**src/rtl/request_unit.sv**
```systemverilog
// request_unit: sequencer between the instruction decoder and the memory/cache
// interface. Keeps at most one access (fetch or data) outstanding, registers
// the data read/write requests, pulses pc_en when the PC may advance, and
// raises a sticky halt toward the cache.
//
// Optional feature: define RU_WATCHDOG_EN to build a watchdog that halts the
// core (and sets a sticky wdog_err) when a data access stays outstanding for
// WDOG_LIMIT cycles without dhit. Without the macro, wdog_err is tied 0 and a
// data access waits for dhit indefinitely.
module request_unit #(
  parameter int unsigned WDOG_LIMIT = 255,
  parameter int unsigned CNT_W      = 8
) (
  input  logic CLK,
  input  logic nRST,
  input  logic dREN_in,
  input  logic dWEN_in,
  input  logic halt_in,
  input  logic ihit,
  input  logic dhit,
  output logic imemREN,
  output logic dmemREN,
  output logic dmemWEN,
  output logic pc_en,
  output logic halt,
  output logic busy,
  output logic wdog_err
);

  localparam logic [1:0] FETCH  = 2'd0;
  localparam logic [1:0] DATA   = 2'd1;
  localparam logic [1:0] HALTED = 2'd2;

  // The watchdog counter must be able to hold WDOG_LIMIT.
  if ((2 ** CNT_W) <= WDOG_LIMIT) begin : g_cfg_check
    $error("request_unit: CNT_W too small for WDOG_LIMIT");
  end

  logic [1:0] state;
  logic       wdog_fire;

  // Fetch requests while waiting for an instruction; data accesses block fetch.
  assign imemREN = (state == FETCH);
  assign busy    = (state == DATA);

  // PC advances on a non-memory, non-halt instruction or on data completion.
  assign pc_en = ((state == FETCH) && ihit && !halt_in && !dWEN_in && !dREN_in)
              || ((state == DATA) && dhit);

`ifdef RU_WATCHDOG_EN
  logic [CNT_W-1:0] wdog_cnt;

  // Timeout when the limit is reached with no completion in the same cycle.
  assign wdog_fire = (state == DATA) && !dhit && (wdog_cnt == CNT_W'(WDOG_LIMIT));

  // Cycle counter for the outstanding data access, plus the sticky error flag.
  always_ff @(posedge CLK) begin
    if (!nRST) begin
      wdog_cnt <= '0;
      wdog_err <= 1'b0;
    end else begin
      if ((state == FETCH) && ihit && !halt_in && (dWEN_in || dREN_in)) begin
        wdog_cnt <= '0;
      end else if ((state == DATA) && !dhit && !wdog_fire) begin
        wdog_cnt <= wdog_cnt + 1'b1;
      end
      if (wdog_fire) begin
        wdog_err <= 1'b1;
      end
    end
  end
`else
  assign wdog_fire = 1'b0;
  assign wdog_err  = 1'b0;
`endif

  // Sequencer state and registered memory requests / sticky halt.
  always_ff @(posedge CLK) begin
    // NOTE: sequential state uses non-blocking assignments so every register
    // samples the pre-edge values regardless of statement order.
    if (!nRST) begin
      state   <= FETCH;
      dmemREN <= 1'b0;
      dmemWEN <= 1'b0;
      halt    <= 1'b0;
    end else begin
      case (state)
        FETCH: begin
          if (ihit) begin
            if (halt_in) begin
              state <= HALTED;
              halt  <= 1'b1;
            end else if (dWEN_in) begin
              state   <= DATA;
              dmemWEN <= 1'b1;
              dmemREN <= 1'b0;
            end else if (dREN_in) begin
              state   <= DATA;
              dmemREN <= 1'b1;
              dmemWEN <= 1'b0;
            end
          end
        end
        DATA: begin
          if (dhit) begin
            state   <= FETCH;
            dmemREN <= 1'b0;
            dmemWEN <= 1'b0;
          end else if (wdog_fire) begin
            state   <= HALTED;
            halt    <= 1'b1;
            dmemREN <= 1'b0;
            dmemWEN <= 1'b0;
          end
        end
        HALTED: begin
          halt    <= 1'b1;
          dmemREN <= 1'b0;
          dmemWEN <= 1'b0;
        end
        default: begin
          state   <= FETCH;
          dmemREN <= 1'b0;
          dmemWEN <= 1'b0;
        end
      endcase
    end
  end

endmodule
```
**config.mk**
```make
export PLATFORM = sky130hd
export DESIGN_NAME = request_unit
export DESIGN_NICKNAME = d
export VERILOG_FILES = /design/src/rtl/request_unit.sv
export SDC_FILE = /design/constraint.sdc
export NUM_CORES = 1
export LEC_CHECK = 0
export CAP_MARGIN = 25
export CORE_AREA = 2 2 39 41
export DETAILED_ROUTE_END_ITERATION = 6
export DIE_AREA = 0 0 41 43
export PLACE_DENSITY = 0.52
export SLEW_MARGIN = 10
export SYNTH_ARGS = -nofsm -noshare
export SYNTH_HDL_FRONTEND = slang
export SYNTH_SLANG_ARGS = --single-unit
```
**constraint.sdc**
```tcl
create_clock -name CLK -period 1.1 [get_ports CLK]
set_input_delay 0.22 -clock CLK [delete_from_list [all_inputs] [get_ports CLK]]
set_output_delay 0.22 -clock CLK [all_outputs]
set_load 0.03 [all_outputs]
```
==> impl_results.md <==
* Period utilization at 1.21
* Synth Net Count at 35
* Max-slew violation count at 0
* Post-layout nets at 62
* Sw Share at 0.270
* Class of the tightest hold or removal check: in2reg
* Internal power consumption at 0.413 mW
* Vias in the first global route at 277
* Overall die area at 1760 µm²
* Power Density at 1110 nW/µm²
* Unrepaired setup endpoints after global routing: true
* Post-route design area at 509 µm²
* Num CTS Buffers at 3
* Global-route total usage across every layer at 0.0805
* Ys Warns at 0
* Peak Freq at 0.752 GHz
* Initial core utilization at 0.181
* Library cell contributing the largest single delay on the critical path: sky130_fd_sc_hd__dfxtp_2
* Fraction of the yosys area taken by sequential cells at 0.400
* Routed WL per cell at 8.46 µm
* Synthesized instance count at 28
* Pre-Repair DR Iteration Count at 2
* Maximum vdd drop at 0.526 mV
* Mean number of vias per cell at 4.14
* Detailed-placement wirelength estimate at 480 µm
* Sum of routed wire length over all layers at 592 µm
* Total congestion overflow at 0
* Clock latency on the worst-skew pair at 240 ps
* Post-synthesis area per instance at 8.94 µm²
* Count of buffers inserted at the top-level ports at 12
* Count of state elements after synthesis at 5
* Kind of cell with the highest combined delay on the critical path: flip-flops
* Power share of the clock group at 0.367
* Data arrival time of the critical path at 1110 ps
* Boundary pin count at 14
* Hold slack at 442 ps
* Final setup violation count at 3
* Core area at 1380 µm²
* Number of inserted diodes at 0
* Part of the total power dissipated in sequential elements at 0.359
* Portion of total power attributed to combinational logic at 0.274
* X dimension of the die at 41 µm
* Largest net degree at the start of global routing at 6
* Ranking of synthesized cells by instance count: 5 x sky130_fd_sc_hd__dfxtp_1, 4 x sky130_fd_sc_hd__a21oi_1, 4 x sky130_fd_sc_hd__nor2_1, 2 x sky130_fd_sc_hd__nand2_1
* Final hold violation count at 0
* Result of the run: complete, but fails checks
* Async set-reset flop share out of synthesis at 0
* Number of enable flip-flop cells after synthesis at 0
* Post-synthesis cell type count at 17
* Number of vias in the routed layout at 290
* Leakage dissipation at 0.239 nW
* Number of DRC markers in iteration 0 at 1
* Worst Slack Setup Final at -230 ps
* Data required time at the worst endpoint at 880 ps
* Register cell area after layout at 101 µm²
* Count leader, synth: sky130_fd_sc_hd__dfxtp_1
* Sequence of cells on the critical path: nor3b_2, nand2_1, a21oi_4, buf_6
* Beginning of the critical path: state[0]
* Antenna violations before repair at 0
* Critical path depth at 4
* Final-layout fill cell count at 147
* Residual antenna-violating net count after detailed routing at 0
* Clk buf depth at 2
* Critical R2R Capture: dmemWEN
* Critical Path Start Type: register
* Slack of the worst reg-to-reg path at 10 ps
* Area of the multi-input gates at 160 µm²
* Clk Tree Root Cell: sky130_fd_sc_hd__clkbuf_4
* Violations in the final reports: setup timing
* Share of post-route cells with drive strength above 1 at 0.481
* Final min period at 1330 ps
* Clock tree from TritonCTS: built
* Number of remaining DRC errors at 0
* Placed standard-cell area at 449 µm²
* Maximum level of the CTS H-tree at 1
* Number of rows created at floorplan at 14
* Number of cells on the worst reg-to-reg path at 5
* Max-capacitance violation count at 0
* Crit path capture: pc_en
* Most used DFF post-synth: sky130_fd_sc_hd__dfxtp_1
* Dominant cells by area after synthesis: sky130_fd_sc_hd__dfxtp_1 40%, sky130_fd_sc_hd__a21oi_1 8.0%, sky130_fd_sc_hd__nor2_1 6.0%, sky130_fd_sc_hd__nor4b_2 6.0%, sky130_fd_sc_hd__and4bb_1 5.0%
* Delay of the slowest cell on the worst path at 310 ps
* Setup crit end kind: primary output
* First-pass GRT wire length at 959 µm
* Post-synth top area share at 0.400
* RR Startpoint: state[0]
* Synth area leader: sky130_fd_sc_hd__dfxtp_1
* Final clock skew at 1.80 ps
* Worst setup path class: reg2out
* Largest fanout on the critical path at 2
* Clk slew on worst S/H paths at 40 ps
* Reported net switching power at 0.153 mW
* Placer congestion estimate at 0.672
* Netlist area before placement at 250 µm²
* Area grow syn2layout at 103%
* Total clock sinks at 5
* Height of the die at 43 µm
* Crit path buf inv count at 1
through the flow:
step	TNS, ps	total power, mW	std cells	setup slack (ps)	util
finish	-607	0.566	70	-230	0.368
detailed placement	-1560	0.355	64	-407	0.325
global route	-785	0.604	70	-279	0.368
global placement	-1550	0.355	64	-412	0.325
CTS	-807	0.588	71	-296	0.373
floorplan	-5.26	0.279	28	-5.26	-
worst min-delay path by stage:
stage	startpoint	cells after the start	to	slack, ps
final	dWEN_in	4	state[0]	440
after floorplan	nRST	1	halt	340
after CTS	halt	1	halt	470
after global routing	halt	1	halt	480
after detailed placement	halt	1	halt	460
after global placement	halt	1	halt	460
metal layers:
metal  part of all wire  track usage  vias up
li1                   -            -      152
met1               0.42       0.0841      131
met2               0.50        0.131        7
met3              0.076       0.0314        0
met4                  0       0.0400        0
met5                  0            0        -
kinds of logic after synthesis:
logic type	share of synthesized area
AOI/OAI and AO/OA	0.155
buffers and inverters	0.0300
DFF	0.400
other	0.0150
and+or+nand+nor	0.400
repair_timing:
action,CTS,global route
hold buffers,0,0
resized for setup,8,2
buffers inserted,6,1
endpoints found under the hold margin,0,0
setup endpoints to repair,5,6
pin swaps,5,6
cell usage in the layout, fill, tap and decap left out, drive strengths merged:
master	Yosys	routed
o21ai	1	1
nor2	4	4
nor3b	1	1
conb	1	1
dlygate4sd2	0	2
dlymetal6s2s	0	2
a21oi	4	4
clkdlybuf4s50	0	2
dfxtp	5	5
or2b	1	1
and2	1	1
o21a	1	1
and4bb	1	1
a31oi	1	1
nor4b	1	1
nor2b	1	1
nand4bb	1	1
clkbuf	0	4
buf	1	17
nand2	2	2
nand2b	1	1
power by group through the flow:
stage,registers (mW),logic (mW),clock network (mW)
after floorplan,0.220,0.0584,0
after global placement,0.207,0.148,0
after detailed placement,0.207,0.148,0
after CTS,0.204,0.163,0.221
after global routing,0.205,0.167,0.233
final,0.204,0.155,0.208
registers in the layout, summed over array words and instances, names as in the netlist:
register / count
state: 2
dmemWEN: 1
halt: 1
dmemREN: 1
final cells by class:
type,instances,share of cell area
timing repair buffer,23,0.396
multi-input combinational,22,0.314
sequential,5,0.199
tap,16,0.0393
clock buffer,4,0.0516
worst register-to-register path: cells and delay by family (launching register included):
kind                   cells  cell delay [ps]
flip-flops                 1              310
buffers and inverters      2              260
AND/OR/NAND/NOR            2              230
AO/OA/AOI/OAI              1              180
No activity file was read; power rests on OpenSTA's default activity.
